## config.mk

```make
export PLATFORM = sky130hd
export DESIGN_NAME = prog_loader_flat
export DESIGN_NICKNAME = d
export VERILOG_FILES = /design/src/rtl/prog_loader_if.sv /design/src/rtl/prog_loader.sv /design/src/flat_wrapper.sv
export SDC_FILE = /design/constraint.sdc
export NUM_CORES = 1
export LEC_CHECK = 0
export CAP_MARGIN = 15
export CORE_UTILIZATION = 40
export CTS_CLUSTER_SIZE = 16
export DETAILED_ROUTE_END_ITERATION = 8
export HOLD_SLACK_MARGIN = 0.02
export PLACE_DENSITY = 0.7
export SLEW_MARGIN = 20
export SYNTH_ARGS = -nofsm -noshare
export SYNTH_HDL_FRONTEND = slang
export SYNTH_SLANG_ARGS = --single-unit
```

## constraint.sdc

```tcl
create_clock -name CLK -period 2.6 [get_ports CLK]
set_clock_uncertainty 0.15 [all_clocks]
set_input_delay 0.52 -clock CLK [delete_from_list [all_inputs] [get_ports CLK]]
set_output_delay 0.52 -clock CLK [all_outputs]
set_load 0.01 [all_outputs]
```

## src/rtl/prog_loader_if.sv

```systemverilog
// rtl/prog_loader_if.sv - Byte-stream input and program RAM port B bundle for prog_loader.
interface prog_loader_if;
  logic [7:0]  DIN;
  logic        DIN_VALID;
  logic        DIN_READY;
  logic        BRAM_EN;
  logic [3:0]  BRAM_WE;
  logic [14:0] BRAM_ADDR;
  logic [31:0] BRAM_DI;
  logic [3:0]  BRAM_DIP;
  logic        PROC_RESET;
  logic        BUSY;
  logic        DONE;
  logic        ERROR;

  modport master (
    output DIN, DIN_VALID,
    input  DIN_READY, BRAM_EN, BRAM_WE, BRAM_ADDR, BRAM_DI, BRAM_DIP,
    input  PROC_RESET, BUSY, DONE, ERROR
  );

  modport slave (
    input  DIN, DIN_VALID,
    output DIN_READY, BRAM_EN, BRAM_WE, BRAM_ADDR, BRAM_DI, BRAM_DIP,
    output PROC_RESET, BUSY, DONE, ERROR
  );
endinterface

```

## src/rtl/prog_loader.sv

```systemverilog
// rtl/prog_loader.sv - Framed byte-stream program loader into 18-bit program RAM with checksum check.
// Optional inter-byte timeout enabled by defining LOADER_TIMEOUT_EN.
module prog_loader #(
  parameter int          ADDR_WIDTH     = 10,
  parameter logic [7:0]  SYNC_BYTE      = 8'hA5,
  parameter int          TIMEOUT_CYCLES = 1000000
) (
  input logic       CLK,
  input logic       RST_N,
  prog_loader_if.slave bus
);

  typedef enum logic [3:0] {
    S_IDLE, S_LEN_H, S_LEN_L, S_B0, S_B1, S_B2, S_WRITE, S_CSUM, S_DONE, S_ERR
  } state_t;

  state_t                r_state;
  logic [7:0]            r_len_h;
  logic [15:0]           r_len;
  logic [ADDR_WIDTH-1:0] r_word_addr;
  logic [7:0]            r_csum;
  logic [1:0]            r_b0;
  logic [7:0]            r_b1;
  logic                  r_din_ready;
  logic                  r_bram_en;
  logic [3:0]            r_bram_we;
  logic [14:0]           r_bram_addr;
  logic [15:0]           r_bram_di;
  logic [1:0]            r_bram_dip;
  logic                  r_proc_reset;
  logic                  r_busy;
  logic                  r_done;
  logic                  r_error;

  logic                  w_accept;
  logic [15:0]           w_len;
  logic                  w_len_bad;
  logic [7:0]            w_csum_next;
  logic [ADDR_WIDTH:0]   w_addr_inc;
  logic                  w_last;

  assign w_accept    = bus.DIN_VALID & r_din_ready;
  assign w_len       = {r_len_h, bus.DIN};
  assign w_len_bad   = (w_len == 16'd0) || ({16'h0, w_len} > (32'd1 << ADDR_WIDTH));
  assign w_csum_next = r_csum + bus.DIN;
  assign w_addr_inc  = {1'b0, r_word_addr} + 1'b1;
  assign w_last      = (16'(w_addr_inc) == r_len);

`ifdef LOADER_TIMEOUT_EN
  logic [31:0] r_tmo;
  logic        w_counting;
  assign w_counting = (r_state == S_LEN_H) || (r_state == S_LEN_L) || (r_state == S_B0) ||
                      (r_state == S_B1) || (r_state == S_B2) || (r_state == S_CSUM);
`else
  logic w_unused_tmo;
  assign w_unused_tmo = (TIMEOUT_CYCLES != 0);
`endif

  always_ff @(posedge CLK or negedge RST_N) begin
    if (!RST_N) begin
      r_state      <= S_IDLE;
      r_len_h      <= '0;
      r_len        <= '0;
      r_word_addr  <= '0;
      r_csum       <= '0;
      r_b0         <= '0;
      r_b1         <= '0;
      r_din_ready  <= 1'b0;
      r_bram_en    <= 1'b0;
      r_bram_we    <= '0;
      r_bram_addr  <= '0;
      r_bram_di    <= '0;
      r_bram_dip   <= '0;
      r_proc_reset <= 1'b0;
      r_busy       <= 1'b0;
      r_done       <= 1'b0;
      r_error      <= 1'b0;
`ifdef LOADER_TIMEOUT_EN
      r_tmo        <= '0;
`endif
    end else begin
      // Ready is only withheld for the single WRITE cycle set up from B2.
      r_din_ready <= 1'b1;
      r_bram_en   <= 1'b0;
      r_bram_we   <= '0;
      r_done      <= 1'b0;
`ifdef LOADER_TIMEOUT_EN
      if (w_accept)        r_tmo <= '0;
      else if (w_counting) r_tmo <= r_tmo + 32'd1;
`endif
      case (r_state)
        S_IDLE, S_DONE, S_ERR: begin
          if (w_accept && bus.DIN == SYNC_BYTE) begin
            r_proc_reset <= 1'b1;
            r_error      <= 1'b0;
            r_word_addr  <= '0;
            r_csum       <= '0;
            r_busy       <= 1'b1;
            r_state      <= S_LEN_H;
          end
        end
        S_LEN_H: if (w_accept) begin
          r_len_h <= bus.DIN;
          r_csum  <= w_csum_next;
          r_state <= S_LEN_L;
        end
        S_LEN_L: if (w_accept) begin
          r_len  <= w_len;
          r_csum <= w_csum_next;
          if (w_len_bad) begin
            r_error <= 1'b1;
            r_busy  <= 1'b0;
            r_state <= S_ERR;
          end else begin
            r_state <= S_B0;
          end
        end
        S_B0: if (w_accept) begin
          r_b0    <= bus.DIN[1:0];
          r_csum  <= w_csum_next;
          r_state <= S_B1;
        end
        S_B1: if (w_accept) begin
          r_b1    <= bus.DIN;
          r_csum  <= w_csum_next;
          r_state <= S_B2;
        end
        S_B2: if (w_accept) begin
          r_csum      <= w_csum_next;
          r_bram_en   <= 1'b1;
          r_bram_we   <= 4'hF;
          r_bram_addr <= 15'({r_word_addr, 4'b0000});
          r_bram_di   <= {r_b1, bus.DIN};
          r_bram_dip  <= r_b0;
          r_din_ready <= 1'b0;
          r_state     <= S_WRITE;
        end
        S_WRITE: begin
          if (w_last) begin
            r_state <= S_CSUM;
          end else begin
            r_word_addr <= w_addr_inc[ADDR_WIDTH-1:0];
            r_state     <= S_B0;
          end
        end
        S_CSUM: if (w_accept) begin
          r_csum <= w_csum_next;
          r_busy <= 1'b0;
          if (w_csum_next == 8'd0) begin
            r_done       <= 1'b1;
            r_proc_reset <= 1'b0;
            r_state      <= S_DONE;
          end else begin
            r_error <= 1'b1;
            r_state <= S_ERR;
          end
        end
        default: r_state <= S_IDLE;
      endcase
`ifdef LOADER_TIMEOUT_EN
      if (w_counting && !w_accept && r_tmo == 32'(TIMEOUT_CYCLES - 1)) begin
        r_error <= 1'b1;
        r_busy  <= 1'b0;
        r_state <= S_ERR;
      end
`endif
    end
  end

  assign bus.DIN_READY  = r_din_ready;
  assign bus.BRAM_EN    = r_bram_en;
  assign bus.BRAM_WE    = r_bram_we;
  assign bus.BRAM_ADDR  = r_bram_addr;
  assign bus.BRAM_DI    = {16'h0000, r_bram_di};
  assign bus.BRAM_DIP   = {2'b00, r_bram_dip};
  assign bus.PROC_RESET = r_proc_reset;
  assign bus.BUSY       = r_busy;
  assign bus.DONE       = r_done;
  assign bus.ERROR      = r_error;

endmodule

```

## src/flat_wrapper.sv

```systemverilog
// flat-port wrapper written by rule: the top's interface ports become plain ports
module prog_loader_flat 
#(
  parameter int          ADDR_WIDTH     = 10,
  parameter logic [7:0]  SYNC_BYTE      = 8'hA5,
  parameter int          TIMEOUT_CYCLES = 1000000
)
  (CLK, RST_N, bus_DIN, bus_DIN_VALID, bus_DIN_READY, bus_BRAM_EN, bus_BRAM_WE, bus_BRAM_ADDR, bus_BRAM_DI, bus_BRAM_DIP, bus_PROC_RESET, bus_BUSY, bus_DONE, bus_ERROR);
  prog_loader_if bus_i ();
  input logic CLK;
  input logic RST_N;
  input wire logic [$bits(bus_i.DIN)-1:0] bus_DIN;
  input wire logic [$bits(bus_i.DIN_VALID)-1:0] bus_DIN_VALID;
  output wire logic [$bits(bus_i.DIN_READY)-1:0] bus_DIN_READY;
  output wire logic [$bits(bus_i.BRAM_EN)-1:0] bus_BRAM_EN;
  output wire logic [$bits(bus_i.BRAM_WE)-1:0] bus_BRAM_WE;
  output wire logic [$bits(bus_i.BRAM_ADDR)-1:0] bus_BRAM_ADDR;
  output wire logic [$bits(bus_i.BRAM_DI)-1:0] bus_BRAM_DI;
  output wire logic [$bits(bus_i.BRAM_DIP)-1:0] bus_BRAM_DIP;
  output wire logic [$bits(bus_i.PROC_RESET)-1:0] bus_PROC_RESET;
  output wire logic [$bits(bus_i.BUSY)-1:0] bus_BUSY;
  output wire logic [$bits(bus_i.DONE)-1:0] bus_DONE;
  output wire logic [$bits(bus_i.ERROR)-1:0] bus_ERROR;
  assign bus_i.DIN = bus_DIN;
  assign bus_i.DIN_VALID = bus_DIN_VALID;
  assign bus_DIN_READY = bus_i.DIN_READY;
  assign bus_BRAM_EN = bus_i.BRAM_EN;
  assign bus_BRAM_WE = bus_i.BRAM_WE;
  assign bus_BRAM_ADDR = bus_i.BRAM_ADDR;
  assign bus_BRAM_DI = bus_i.BRAM_DI;
  assign bus_BRAM_DIP = bus_i.BRAM_DIP;
  assign bus_PROC_RESET = bus_i.PROC_RESET;
  assign bus_BUSY = bus_i.BUSY;
  assign bus_DONE = bus_i.DONE;
  assign bus_ERROR = bus_i.ERROR;
  prog_loader #(.ADDR_WIDTH(ADDR_WIDTH), .SYNC_BYTE(SYNC_BYTE), .TIMEOUT_CYCLES(TIMEOUT_CYCLES)) u_core (.CLK(CLK), .RST_N(RST_N), .bus(bus_i));
endmodule
```

==> out/qor.yml <==
critical_path:
  path_class: "register to register"
  crit_chain: "or4_4 > nor4_4 > buf_4 > o2111ai_4 > a2111oi_4 > a21oi_4 > buf_6 > a21o_1 > a31oi_1"
  critPathLaunchType: "register"
  path_max_fanout: 8
  cp_slowest_stage_delay_ns: 0.56
  endpoint_kind: "register"
  cp.arrival_ns: 2.71
  cpMaxStageDelayCell: "or4_4"
  cp_num_buf_inv: 2
  cpLargestDelayFamily: "compound AO/OA/AOI/OAI gates"
  required_ns: 2.70
logic_synthesis:
  ys_ff_latch: 90
  yosysSeqAreaShare_pct: 48.6
  ys.flop_type: "dfrtp_1"
  synthCells: 405
  ys_warn_count: 0
  synth.distinct_cells: 59
  ys_async_sr_fraction_pct: 100
  synthTopCellsByArea: "dfrtp_1 49%, mux2_2 15%, buf_4 4.4%"
  postSynthAreaPerCell_sq_um: 11.4
  synth_top_area_share_pct: 48.6
  synth-edff-count: 0
  yosysTopAreaCell: "dfrtp_1"
  synth_commonest_cells: "90 x dfrtp_1, 63 x mux2_2, 27 x buf_4, 19 x nand2_1, 18 x nor2_1"
  syn_area_sq_mm: 0.00463
  synth.most_common_cell: "dfrtp_1"
route:
  drc: 0
  highest_layer: "met4"
  num_vias: 3597
  wl_per_cell_microns: 17.9
  via_per_inst: 5.47
  dr.pass1.iters: 6
  dr_wl_met3_microns: 656
  wl_met2_microns: 5980
  wl_microns: 11800
  ant_nets: 0
  drt-initial-drc-count: 168
  wl_met1_microns: 5020
clock_tree:
  clock_latency_ns: 0.34
  clkSinkCount: 90
  cts-htree-levels: 3
  cts_tree: "done"
  clkTransAtPathRegs_ns: 0.06
  cts_root_buf: "clkbuf_16"
  clock_path_buffers: 2
  cts_buffers: 9
min_path:
  hold_path_class: "register to register"
floorplanning:
  die_h_microns: 110
  fp-row-count: 38
  die-area_sq_mm: 0.0120
  placeableCoreArea_sq_mm: 0.0111
  ios: 72
  start_util_pct: 41.8
  die_w_microns: 110
layout:
  seq_area_sq_mm: 0.00225
  final_util_pct: 55.9
  fill_cells: 907
  drive_above_1_share_pct: 36.8
  multi_input_area_sq_mm: 0.00238
  area_growth_pct: 33.8
  nets: 534
  antenna_cells: 0
status:
  status: "complete, but fails checks"
  violations: "setup timing"
pwr:
  ir_worst_vdd_mv: 0.590
  power_mw: 6.67
  power_density_mw_per_mm2: 1080
  leakage_nw: 2.72
timing:
  hold_viol: 0
  tns_ns: -0.0105
  rsz0062_at_grt: "yes"
  clock.fmax_mhz: 383
  setup_violations: 2
  period_minus_slack_ns: 2.61
  final-max-slew-violation-count: 0
  min_period_over_period_pct: 100
  fin_ws_ns: -0.0101
grt:
  grt_pass1_wl_microns: 18600
  antenna_found_initial: 0
  grt_start_max_net_pins: 51
  grt_pass1_vias: 3596
  grt_overflow: 0
  grtUsageTotal_pct: 20.8
place:
  dpl.hpwl_microns: 8270
  io_buffers: 48
  gp_congestion: 0.906
flow_run:
  cap_viol_max_count: 0
[cell type report]
| cell class | count | area share [%] |
|---|---|---|
| clock buffer | 10 | 3.86 |
| clock inverter | 4 | 0.485 |
| inverter | 7 | 0.424 |
| multi-input combinational | 284 | 38.5 |
| sequential | 90 | 36.4 |
| tap | 140 | 2.83 |
| timing repair buffer | 122 | 17.6 |
[worst register-to-register path, delay by kind of cell, from the launching register on]
kind | cells | cell delay [ns]
buffers and inverters | 2 | 0.31
AND/OR/NAND/NOR | 2 | 0.71
AO/OA/AOI/OAI | 5 | 0.99
flip-flops | 1 | 0.37
[cells in the final DEF, fill, tap and decap left out, types with 8 or more instances in the layout]
| master | Yosys | layout |
|---|---|---|
| buf_4 | 27 | 65 |
| o21ai_0 | 8 | 8 |
| xnor2_1 | 12 | 12 |
| nor2_1 | 18 | 18 |
| nand3_1 | 10 | 10 |
| mux2_2 | 63 | 63 |
| clkbuf_16 | 0 | 9 |
| nand2_1 | 19 | 19 |
| conb_1 | 1 | 23 |
| dfrtp_1 | 90 | 89 |
| a21oi_1 | 14 | 10 |
| clkdlybuf4s50_1 | 0 | 40 |
[layer usage]
metal | GRT usage, % | vias to the layer above
met4 | 7.33 | 0
met5 | 0 | -
li1 | - | 1649
met2 | 34.1 | 147
met3 | 5.04 | 13
met1 | 26.7 | 1788
[stage by stage]
stage               cell area (sq um)  worst slack, ns  cells  hold slack (ns)
floorplan                        4780          0.00508    427           0.0744
global placement                 5690           -0.600    636            0.254
detailed placement               5690           -0.639    636            0.257
CTS                              6090          -0.0599    653            0.357
global route                     6200           -0.105    657            0.369
finish                           6200          -0.0101    657            0.353
[what timing repair did]
action	4_1_cts	5_1_grt
setup endpoints to repair	26	26
setup buffers	3	4
pin swaps	26	22
hold buffers	1	0
resized for setup	31	19
hold endpoints to repair	17	0
[kinds of logic after synthesis]
logic type	share of synthesized area [%]
fa+ha+maj	2.59
other cells	0.0810
simple gates	10.5
mux	16.0
flops	48.6
compound gates	11.9
buf+inv	6.65
xor+xnor	3.59
[worst paths after layout]
kind                                   from                    end  depth (start not counted)  slack [ns]
max                        u_core.r_len[11]  u_core.r_word_addr[6]                          9       -0.01
min                          u_core.r_b1[3]         u_core.r_b1[3]                          1        0.35
max reg2reg                u_core.r_len[11]  u_core.r_word_addr[6]                          9       -0.01
min reg2reg                  u_core.r_b1[3]         u_core.r_b1[3]                          1        0.35
max in group asynchronous             RST_N  u_core.r_word_addr[6]                          3        1.28
min in group asynchronous             RST_N         u_core.r_b1[5]                          2        0.44
[flip-flops by register name, indices dropped and copies added, names as in the netlist, 2 cells and up]
register              count
u_core.r_bram_di         16
u_core.r_len             16
u_core.bus.BRAM_ADDR     10
u_core.r_word_addr       10
u_core.r_b1               8
u_core.r_csum             8
u_core.r_len_h            8
u_core.r_state            4
u_core.r_b0               2
u_core.r_bram_dip         2
[power breakdown]
part,leakage [nW],internal [mW],switching (mW)
registers,1.11,1.97,0.477
clock network,0.130,0.664,0.529
logic,1.48,1.68,1.35
Note: power is estimated with default switching activity, not from simulation.
